## config.mk

```make
export PLATFORM = sky130hd
export DESIGN_NAME = math_equation_acc
export DESIGN_NICKNAME = d
export VERILOG_FILES = /design/src/rtl/math_equation_acc.sv
export SDC_FILE = /design/constraint.sdc
export NUM_CORES = 1
export LEC_CHECK = 0
export CORE_MARGIN = 2
export CORE_UTILIZATION = 55
export CTS_CLUSTER_DIAMETER = 60
export DETAILED_ROUTE_END_ITERATION = 8
export PLACE_DENSITY = 0.79
export SLEW_MARGIN = 20
export SYNTH_ARGS = -nofsm -noshare
export SYNTH_HDL_FRONTEND = slang
export SYNTH_SLANG_ARGS = --single-unit
```

## constraint.sdc

```tcl
create_clock -name clk -period 5.6 [get_ports clk]
set_clock_uncertainty 0.05 [all_clocks]
set_input_delay 0.84 -clock clk [delete_from_list [all_inputs] [get_ports clk]]
set_output_delay 0.84 -clock clk [all_outputs]
set_load 0.01 [all_outputs]
```

## src/rtl/math_equation_acc.sv

```systemverilog
//------------------------------------------------------------------------------
// math_equation_acc: per-frame sum/min/max/count of the math_equation result
// stream, delivered through a 2-entry ready/valid record FIFO.
//------------------------------------------------------------------------------
`default_nettype none

module math_equation_acc #(
    parameter int WIDTH = 16,
    parameter int LEN_W = 8
) (
    input  logic                              clk,
    input  logic                              rst,
    input  logic                              valid_i,
    input  logic signed [2*WIDTH+1:0]         q_i,
    input  logic        [LEN_W-1:0]           frame_len_i,
    input  logic                              flush_i,
    output logic                              valid_o,
    input  logic                              ready_i,
    output logic signed [2*WIDTH+2+LEN_W-1:0] sum_o,
    output logic signed [2*WIDTH+1:0]         min_o,
    output logic signed [2*WIDTH+1:0]         max_o,
    output logic        [LEN_W-1:0]           count_o,
    output logic                              drop_o
);

    localparam int IN_W  = 2*WIDTH+2;
    localparam int ACC_W = IN_W+LEN_W;
    localparam int REC_W = ACC_W+2*IN_W+LEN_W;

    localparam logic [0:0] S_IDLE  = 1'b0;
    localparam logic [0:0] S_ACCUM = 1'b1;

    logic [0:0]              state_q, state_d;
    logic [LEN_W-1:0]        len_q, len_d;
    logic [LEN_W-1:0]        cnt_q, cnt_d;
    logic signed [ACC_W-1:0] sum_q, sum_d;
    logic signed [IN_W-1:0]  min_q, min_d;
    logic signed [IN_W-1:0]  max_q, max_d;

    logic signed [ACC_W-1:0] q_ext;
    logic                    close;
    logic [REC_W-1:0]        rec;

    assign q_ext = {{LEN_W{q_i[IN_W-1]}}, q_i};

    always_comb begin
        len_d = len_q;
        sum_d = sum_q;
        min_d = min_q;
        max_d = max_q;
        cnt_d = cnt_q;
        close = 1'b0;
        if (valid_i) begin
            if (state_q == S_IDLE) begin
                len_d = (frame_len_i == '0) ? LEN_W'(1) : frame_len_i;
                sum_d = q_ext;
                min_d = q_i;
                max_d = q_i;
                cnt_d = LEN_W'(1);
            end else begin
                sum_d = sum_q + q_ext;
                min_d = (q_i < min_q) ? q_i : min_q;
                max_d = (q_i > max_q) ? q_i : max_q;
                cnt_d = cnt_q + LEN_W'(1);
            end
            close = (cnt_d == len_d) || flush_i;
        end else begin
            close = flush_i && (state_q == S_ACCUM);
        end
    end

    // The record is the post-update accumulator, so a closing sample is included.
    assign rec     = {sum_d, min_d, max_d, cnt_d};
    assign state_d = close ? S_IDLE : (valid_i ? S_ACCUM : state_q);

    always_ff @(posedge clk or negedge rst) begin
        if (!rst) begin
            state_q <= S_IDLE;
            len_q   <= '0;
            cnt_q   <= '0;
            sum_q   <= '0;
            min_q   <= '0;
            max_q   <= '0;
        end else begin
            state_q <= state_d;
            len_q   <= len_d;
            cnt_q   <= close ? '0 : cnt_d;
            sum_q   <= sum_d;
            min_q   <= min_d;
            max_q   <= max_d;
        end
    end

    // Output FIFO: head_q drives the outputs directly, tail_q is the second slot.
    logic [1:0]       fill_q;
    logic [REC_W-1:0] head_q, tail_q;
    logic             pop;
    logic             drop_q;

    assign valid_o = (fill_q != 2'd0);
    assign pop     = valid_o && ready_i;

    always_ff @(posedge clk or negedge rst) begin
        if (!rst) begin
            fill_q <= 2'd0;
            head_q <= '0;
            tail_q <= '0;
            drop_q <= 1'b0;
        end else begin
            drop_q <= close && (fill_q == 2'd2) && !pop;
            case (fill_q)
                2'd0: begin
                    if (close) begin
                        head_q <= rec;
                        fill_q <= 2'd1;
                    end
                end
                2'd1: begin
                    if (close && pop) begin
                        head_q <= rec;
                    end else if (close) begin
                        tail_q <= rec;
                        fill_q <= 2'd2;
                    end else if (pop) begin
                        fill_q <= 2'd0;
                    end
                end
                default: begin
                    if (pop) begin
                        head_q <= tail_q;
                        if (close) begin
                            tail_q <= rec;
                        end else begin
                            fill_q <= 2'd1;
                        end
                    end
                end
            endcase
        end
    end

    assign sum_o   = head_q[REC_W-1 -: ACC_W];
    assign min_o   = head_q[2*IN_W+LEN_W-1 -: IN_W];
    assign max_o   = head_q[IN_W+LEN_W-1 -: IN_W];
    assign count_o = head_q[LEN_W-1:0];
    assign drop_o  = drop_q;

endmodule

`default_nettype wire

```

==> flow_metrics.py, run 1 <==
metrics = {
    "sta": {
        "grt_setup_unrepaired": "no",
        "max-slew-margin-rel_pct": 30.0,
        "min_period_ps": 4290,
        "finalHoldViolations": 0,
        "maxSlewViolCount": 0,
        "timing.fmax_mhz": 233,
        "fin_crit_sh_pct": 76.6,
        "finalSetupViolations": 0,
        "worst_pin_slew_ps": 1050,
        "tns_ps": 0,
    },
    "synth": {
        "synth_edf_count": 0,
        "synth_area_um2": 19300,
        "synth_seq_area_share_pct": 47.4,
        "synthArstFlopShare_pct": 100,
        "ys_ff_latch": 366,
        "syn_area_per_cell_um2": 9.28,
        "ys_types": 73,
        "synth_nets": 2241,
        "yosys_most_used_dff": "dfrtp_1",
        "synth_cells": 2084,
        "yosys_warnings": 0,
    },
    "drt": {
        "routed-via-count": 15800,
        "drc": 0,
        "vias_per_cell": 5.88,
        "dr.first_iter.drc_count": 1204,
        "routed_wirelength_mm": 52.5,
        "postRouteAntennaNets": 0,
        "wire_per_inst_um": 19.5,
        "first_pass_iters": 5,
    },
    "placed_design": {
        "dpl.hpwl_mm": 35.6,
        "numPortBuffers": 166,
        "gp_congestion": 0.925,
        "postPlaceCellArea_um2": 21400,
    },
    "die": {
        "start_util_pct": 56.0,
        "die_w_um": 191,
        "dieArea_um2": 36700,
        "fp-row-count": 68,
        "core_area_um2": 34500,
        "die_height_um": 191,
        "pin_count": 167,
    },
    "global_route": {
        "overflow": 0,
        "antenna_found_initial": 0,
        "grtUsageTotal_pct": 29.1,
        "grt_max_degree": 147,
        "first_global_vias": 15500,
        "grt_first_pass_wirelength_mm": 83.6,
    },
    "layout": {
        "nets": 2364,
        "fin_util_pct": 65.9,
        "drive_above_1_share_pct": 6.30,
        "diodes": 0,
        "fin_area_um2": 22800,
        "area_growth_syn_to_layout_pct": 17.7,
    },
    "worst_setup_path": {
        "path_cells": "clkdlybuf4s50_1 -> ha_1 -> nand4_1 -> nor4_1 -> nand2_1 -> nor3_1 -> a21oi_1 -> mux2i_1 -> a21oi_4 -> buf_4 -> mux2i_1 -> o21ai_0",
        "crit_path_end_kind": "flop",
        "cp_max_fo": 19,
        "reg2reg_depth": 10,
        "crit_path_max_incr_delay_ps": 700,
        "crit_required_ps": 5940,
        "r2r-end": "head_q[9]$_DFFE_PN0P_",
        "crit_arrival_ps": 4630,
        "r2r-start": "state_q$_DFFE_PN0P_",
        "start_kind": "input port",
        "critPathKind": "in2reg",
        "rrSetupSlack_ps": 1910,
        "crit_top_cell": "mux2i_1",
        "critPathSlowestCell": "a21oi_4",
    },
    "clock_network": {
        "postCtsResizedCells": 0,
        "clk_latency_ps": 540,
        "clock_sinks": 366,
        "clkTransAtPathRegs_ps": 60,
        "clockRootBuffer": "clkbuf_16",
        "postCtsSetupRepairBufs": 0,
        "htree_levels": 2,
        "numCtsBuffers": 41,
        "cts_tree": "yes",
        "cts_hold_buf": 0,
        "clock_path_buffers": 3,
    },
    "power_and_ir_drop": {
        "p_per_area_nw_per_um2": 545,
        "max-vdd-ir-drop_mv": 0.348,
        "leakage_nw": 11.1,
        "total_power_w": 0.0124,
    },
    "run_status": {
        "outcome": "finished, final reports clean",
    },
    "min_path": {
        "hp-class": "in2async",
    },
    "flow_run": {
        "drv_cap": 0,
    },
}
==> power by group <==
group / internal, W / total [W] / switching (W)
Clock: 0.00163 / 0.00272 / 0.00109
Sequential: 0.00375 / 0.00447 / 0.000722
Combinational: 0.00227 / 0.00522 / 0.00295
==> worst max-delay path, delay by kind of cell <==
kind            cells  cell delay (ps)
buf+inv             2              940
simple gates        4              930
compound gates      3              990
fa+ha+maj           1              410
mux                 2              510
==> stage by stage <==
stage / hold slack (ps) / setup slack (ps) / cells
floorplan: 388 / 2220 / 2084
finish: 227 / 1310 / 2692
detailed placement: 413 / 821 / 2619
global route: 284 / 1020 / 2692
global placement: 401 / 955 / 2619
CTS: 269 / 1350 / 2692
==> cell type report <==
type	instances	area [µm²]
timing repair buffer	201	1970
tap	455	569
clock buffer	57	1230
multi-input combinational	1436	9070
clock inverter	16	154
inverter	161	604
sequential	366	9160
fill	2802	11800
==> cell families after synthesis <==
family | after synthesis | synth area share, %
mux | 129 | 6.80
simple gates | 607 | 14.5
flops | 366 | 47.4
xor+xnor | 44 | 1.99
fa+ha+maj | 110 | 7.16
buf+inv | 282 | 5.88
compound gates | 546 | 16.3
==> state kept, by name, summed over array words and instances (netlist names) <==
| register | flops |
|---|---|
| sum_q | 42 |
| state_q | 1 |
| cnt_q | 8 |
| min_q | 34 |
| fill_q | 2 |
| drop_o | 1 |
| tail_q | 118 |
| head_q | 118 |
| len_q | 8 |
| max_q | 34 |
==> how the worst max path moves through the flow <==
stage / cells after the start / from / slack [ps] / end
global route: 12 / q_i[29] / 1020 / tail_q[37]$_DFFE_PN0P_
detailed placement: 12 / q_i[29] / 820 / tail_q[29]$_DFFE_PN0P_
finish: 12 / q_i[29] / 1310 / tail_q[29]$_DFFE_PN0P_
CTS: 12 / q_i[29] / 1350 / tail_q[29]$_DFFE_PN0P_
global placement: 12 / q_i[29] / 960 / tail_q[26]$_DFFE_PN0P_
floorplan: 11 / q_i[18] / 2220 / head_q[117]$_DFFE_PN0P_
==> cells in the final DEF, fill, tap and decap left out, types with 31 or more instances in the layout <==
| cell | instances |
|---|---|
| dfrtp_1 | 364 |
| nand2_1 | 300 |
| a21oi_1 | 176 |
| clkdlybuf4s50_1 | 163 |
| o21ai_0 | 162 |
| inv_1 | 161 |
| mux2i_1 | 110 |
| ha_1 | 109 |
| and3_1 | 84 |
| nor2_1 | 81 |
| o21ai_1 | 78 |
| nand3_1 | 45 |
| clkbuf_16 | 43 |
| a21o_1 | 36 |
| xnor2_1 | 32 |
| buf_4 | 31 |
==> cell usage after synthesis (11+ instances only) <==
cell / n / area (µm²)
dfrtp_1: 366 / 9160
nand2_1: 301 / 1130
a21oi_1: 176 / 881
o21ai_0: 162 / 811
inv_1: 161 / 604
mux2i_1: 110 / 1100
ha_1: 109 / 1360
and3_1: 84 / 526
nor2_1: 81 / 304
o21ai_1: 78 / 390
clkbuf_1: 76 / 285
nand3_1: 45 / 225
a21o_1: 36 / 270
xnor2_1: 32 / 280
buf_2: 28 / 140
nor2b_1: 22 / 138
nand4_1: 21 / 131
a31oi_1: 14 / 87.6
mux2_2: 14 / 158
xor2_1: 12 / 105
nand2b_1: 11 / 68.8
nor3_1: 11 / 55.1
==> metal layers <==
layer	wire length [µm]	global-route usage (%)	part of all wire, %
met5	0	0	0
met4	1580	9.56	3.0
met3	3710	5.58	7.1
met2	24000	45.9	46
met1	23300	40.5	44
(Power assumes the default switching activity.)
==> run 2: changes to the inputs <==
- clock period: 5.6 -> 4.5 ns (I/O delays scaled with it)
==> flow_metrics.py, run 2 (synthesis results as in run 1) <==
metrics = {
    "die": {
        "die_height_um": 191,
        "pin_count": 167,
        "core_area_um2": 34500,
        "fp-row-count": 68,
        "start_util_pct": 56.0,
        "dieArea_um2": 36700,
        "die_w_um": 191,
    },
    "sta": {
        "setup_ws_ps": 622,
        "timing.fmax_mhz": 258,
        "finalHoldViolations": 0,
        "worst_pin_slew_ps": 897,
        "grt_setup_unrepaired": "no",
        "min_period_ps": 3880,
        "maxSlewViolCount": 0,
        "tns_ps": 0,
        "max-slew-margin-rel_pct": 40.2,
        "fin_crit_sh_pct": 86.2,
        "finalSetupViolations": 0,
    },
    "placed_design": {
        "dpl.hpwl_mm": 36.5,
        "gp_congestion": 0.916,
        "place_ws_ps": 97.5,
        "numPortBuffers": 166,
        "postPlaceCellArea_um2": 21700,
    },
    "drt": {
        "first_pass_iters": 5,
        "drc": 0,
        "vias_per_cell": 5.83,
        "wire_per_inst_um": 19.5,
        "routed-via-count": 15900,
        "postRouteAntennaNets": 0,
        "dr.first_iter.drc_count": 1212,
        "routed_wirelength_mm": 53.1,
    },
    "worst_setup_path": {
        "start_kind": "input port",
        "crit_arrival_ps": 4290,
        "cp_max_fo": 10,
        "critPathKind": "in2reg",
        "crit_path_end_kind": "flop",
        "crit_required_ps": 4910,
        "reg2reg_depth": 12,
        "r2r-end": "tail_q[107]$_DFFE_PN0P_",
        "r2r-start": "sum_q[11]$_DFF_PN0_",
        "rrSetupSlack_ps": 930,
    },
    "min_path": {
        "hp-class": "in2async",
    },
    "clock_network": {
        "htree_levels": 2,
        "cts_hold_buf": 0,
        "numCtsBuffers": 41,
        "clkTransAtPathRegs_ps": 60,
        "clock_path_buffers": 3,
        "postCtsResizedCells": 0,
        "clockRootBuffer": "clkbuf_16",
        "clk_latency_ps": 540,
        "clock_sinks": 366,
        "postCtsSetupRepairBufs": 0,
        "cts_tree": "yes",
    },
    "global_route": {
        "antenna_found_initial": 0,
        "first_global_vias": 15400,
        "grt_max_degree": 182,
        "overflow": 0,
        "grt_first_pass_wirelength_mm": 84.8,
        "grtUsageTotal_pct": 29.4,
    },
    "layout": {
        "drive_above_1_share_pct": 7.61,
        "area_growth_syn_to_layout_pct": 19.5,
        "layout_common_cells": "364 x dfrtp_1, 300 x nand2_1, 176 x a21oi_1",
        "diodes": 0,
        "num-fill-cells": 2748,
        "top_regs": "head_q: 118 flops, tail_q: 118 flops, sum_q: 42 flops",
        "final_common_cell": "dfrtp_1",
        "nets": 2400,
        "fin_area_um2": 23100,
    },
    "power_and_ir_drop": {
        "max-vdd-ir-drop_mv": 0.446,
        "leakage_nw": 11.3,
        "p_per_area_nw_per_um2": 673,
    },
    "run_status": {
        "outcome": "finished, final reports clean",
    },
    "flow_run": {
        "drv_cap": 0,
    },
}
[run 2: cell types whose count changed in the layout (fill, tap and decap cells not counted), sizes merged]
cell / delta
buf: +36
clkbuf: +4
clkinv: -2
inv: -2
bufinv: +1
clkinvlp: -1
[run 2: worst max-delay path by stage]
stage | cells after the start | slack, ps | from | end
final | 13 | 620 | q_i[11] | tail_q[107]$_DFFE_PN0P_
after global routing | 14 | 240 | q_i[19] | tail_q[50]$_DFFE_PN0P_
after detailed placement | 14 | 100 | q_i[19] | tail_q[64]$_DFFE_PN0P_
after global placement | 13 | 200 | q_i[11] | tail_q[111]$_DFFE_PN0P_
after CTS | 14 | 650 | q_i[19] | tail_q[64]$_DFFE_PN0P_
after floorplan | 11 | 1280 | q_i[18] | head_q[117]$_DFFE_PN0P_
[run 2: through the flow]
| step | power, W | instances | hold WS (ps) | util, % |
|---|---|---|---|---|
| after global placement | 0.0118 | 2655 | 402 | 62.8 |
| after CTS | 0.0156 | 2728 | 187 | 66.9 |
| after floorplan | 0.00945 | 2084 | 329 | - |
| after detailed placement | 0.0121 | 2655 | 411 | 62.8 |
| after global routing | 0.0166 | 2728 | 212 | 66.9 |
| final | 0.0155 | 2728 | 142 | 66.9 |
[run 2: per-layer routing]
layer  GRT usage (%)  up-vias  routed length (µm)
met3            4.26       75                3140
met2            46.3      480               24500
met4            7.51        0                1180
met1            42.7     7843               24300
li1                -     7513                   -
met5               0        -                   0
[run 2: final cells by class]
type / instances / area (µm²) / area share, %
timing repair buffer: 237 / 2290 / 9.91
tap: 455 / 569 / 2.46
clock buffer: 61 / 1240 / 5.38
clock inverter: 12 / 159 / 0.688
multi-input combinational: 1436 / 9070 / 39.3
sequential: 366 / 9160 / 39.7
inverter: 161 / 604 / 2.62
[run 2: report_power, final]
group	leakage, nW	switching, W	internal (W)
logic	6.17	0.00365	0.00289
clock network	0.689	0.00136	0.00209
registers	4.48	0.000887	0.00466
[run 2: worst max-delay path, stage by stage]
cell	delay, ps
clkdlybuf4s50_1	490
ha_1	500
nand4_1	190
nor2_1	140
o211ai_1	220
a2111oi_0	590
buf_4	210
nor2_1	40
a21oi_2	280
a31oi_1	150
xor2_1	160
o21ai_1	400
mux2_2	240
==> run 3: changes to the inputs <==
- ABC_CLOCK_PERIOD_IN_PS: unset -> 4500
- CORE_MARGIN: 2 -> unset
==> flow_metrics.py, run 3 (synthesis results as in run 1) <==
metrics = {
    "die": {
        "core_area_um2": 34500,
        "dieArea_um2": 35900,
        "die_w_um": 189,
        "start_util_pct": 56.0,
        "fp-row-count": 68,
        "pin_count": 167,
        "die_height_um": 189,
    },
    "clock_network": {
        "clk_latency_ps": 530,
        "htree_levels": 2,
        "clockRootBuffer": "clkbuf_16",
        "cts_tree": "yes",
        "postCtsSetupRepairBufs": 0,
        "clock_path_buffers": 3,
        "postCtsResizedCells": 0,
        "cts_hold_buf": 0,
        "clkTransAtPathRegs_ps": 60,
        "clock_sinks": 366,
        "numCtsBuffers": 39,
    },
    "worst_setup_path": {
        "crit_arrival_ps": 4480,
        "start_kind": "input port",
        "crit_path_end_kind": "flop",
        "crit_family": "simple AND/OR/NAND/NOR gates",
        "critPathSlowestCell": "a21oi_4",
        "cp.buffers_inverters": 2,
        "cp_max_fo": 15,
        "path_depth": 12,
        "crit_required_ps": 4810,
        "crit_path_max_incr_delay_ps": 600,
        "critPathKind": "in2reg",
        "reg2reg_depth": 12,
        "path_cells": "clkdlybuf4s50_1 -> ha_1 -> nand4_1 -> nor4_1 -> nand2_1 -> nor3_1 -> a21oi_1 -> mux2i_1 -> a21oi_4 -> buf_4 -> mux2i_1 -> o21ai_0",
        "crit_top_cell": "mux2i_1",
    },
    "power_and_ir_drop": {
        "p_sw_w": 0.00592,
        "p_int_w": 0.00951,
        "comb_power_share_pct": 42.1,
        "clkPwrFrac_pct": 21.7,
        "pwr-share-seq_pct": 36.2,
        "switching_share_pct": 38.4,
        "leakage_nw": 11.2,
        "max-vdd-ir-drop_mv": 0.460,
        "p_per_area_nw_per_um2": 674,
    },
    "layout": {
        "layoutNonFillerInstCount": 2710,
        "fin_area_um2": 22900,
        "area_growth_syn_to_layout_pct": 18.4,
        "final_common_cell": "dfrtp_1",
        "diodes": 0,
        "drive_above_1_share_pct": 6.87,
        "layout_common_cells": "364 x dfrtp_1, 300 x nand2_1, 176 x a21oi_1",
        "top_regs": "head_q: 118 flops, tail_q: 118 flops, sum_q: 42 flops",
        "nets": 2383,
        "num-fill-cells": 2741,
    },
    "global_route": {
        "grt_max_degree": 105,
        "grtUsageTotal_pct": 30.0,
        "antenna_found_initial": 0,
        "first_global_vias": 15700,
        "overflow": 0,
        "grt_first_pass_wirelength_mm": 85.2,
    },
    "min_path": {
        "hp-class": "in2async",
    },
    "sta": {
        "fin_crit_sh_pct": 92.5,
        "max-slew-margin-rel_pct": 33.7,
        "timing.fmax_mhz": 240,
        "finalHoldViolations": 0,
        "min_period_ps": 4160,
        "worst_pin_slew_ps": 995,
        "finalSetupViolations": 0,
        "grt_setup_unrepaired": "no",
        "maxSlewViolCount": 0,
    },
    "placed_design": {
        "dpl.hpwl_mm": 36.9,
        "gp_congestion": 0.924,
        "dp_cells": 2640,
        "numPortBuffers": 166,
        "postPlaceCellArea_um2": 21600,
    },
    "flow_run": {
        "drv_cap": 0,
    },
    "drt": {
        "postRouteAntennaNets": 0,
        "routed_wirelength_mm": 53.1,
        "wire_per_inst_um": 19.6,
        "first_pass_iters": 5,
        "drc": 0,
        "routed-via-count": 16000,
        "vias_per_cell": 5.91,
        "dr.first_iter.drc_count": 1349,
    },
    "run_status": {
        "outcome": "finished, final reports clean",
    },
}
==> run 3: worst paths after layout <==
check,slack [ps],from,end
setup / recovery,340,q_i[33],tail_q[39]$_DFFE_PN0P_
hold / removal,140,rst,head_q[62]$_DFFE_PN0P_
setup reg to reg,620,max_q[29]$_DFF_PN0_,tail_q[39]$_DFFE_PN0P_
hold reg to reg,420,tail_q[27]$_DFFE_PN0P_,tail_q[27]$_DFFE_PN0P_
max in group asynchronous,3210,rst,state_q$_DFFE_PN0P_
min in group clk,420,tail_q[27]$_DFFE_PN0P_,tail_q[27]$_DFFE_PN0P_
==> run 3: cell type report <==
type	instances	area, µm²	area share (%)
sequential	366	9160	40.0
timing repair buffer	222	2140	9.35
inverter	161	604	2.64
clock buffer	52	1090	4.75
multi-input combinational	1436	9070	39.7
clock inverter	18	244	1.07
tap	455	569	2.49
==> run 3: power by group through the flow <==
stage          registers (W)  logic, W  clock network (W)
3_3_place_gp         0.00554   0.00621                  0
6_report             0.00559   0.00649            0.00334
5_1_grt              0.00572   0.00720            0.00351
4_1_cts              0.00557   0.00649            0.00337
2_1_floorplan        0.00550   0.00396                  0
3_5_place_dp         0.00561   0.00642                  0
==> run 3: metrics by stage <==
stage / TNS (ps) / util, % / hold slack [ps] / power, W / setup slack, ps
2_1_floorplan: 0 / - / 329 / 0.00945 / 1280
3_3_place_gp: -10.7 / 62.4 / 401 / 0.0118 / -10.7
3_5_place_dp: -1210 / 62.4 / 413 / 0.0120 / -103
4_1_cts: 0 / 66.2 / 185 / 0.0154 / 367
5_1_grt: 0 / 66.2 / 214 / 0.0164 / 147
6_report: 0 / 66.2 / 140 / 0.0154 / 336
==> run 3: per-layer routing <==
metal  wire, µm  track usage, %  up-vias  share of wire (%)
met5          0               0        -                  0
li1           -               -     7471                  -
met4       1320            8.50        0                2.5
met3       3530            4.21       82                6.7
met2      24600            48.0      533                 46
met1      23700            42.6     7943                 45
==> run 3: worst register-to-register path: stages, from the launching register on <==
cell	delay [ps]
dfrtp_1	350
inv_1	50
ha_1	300
nand4_1	150
nor4_1	560
nand2_1	160
nor3_1	260
a21oi_1	150
mux2i_1	200
a21oi_4	600
buf_4	390
mux2i_1	350
o21ai_0	150
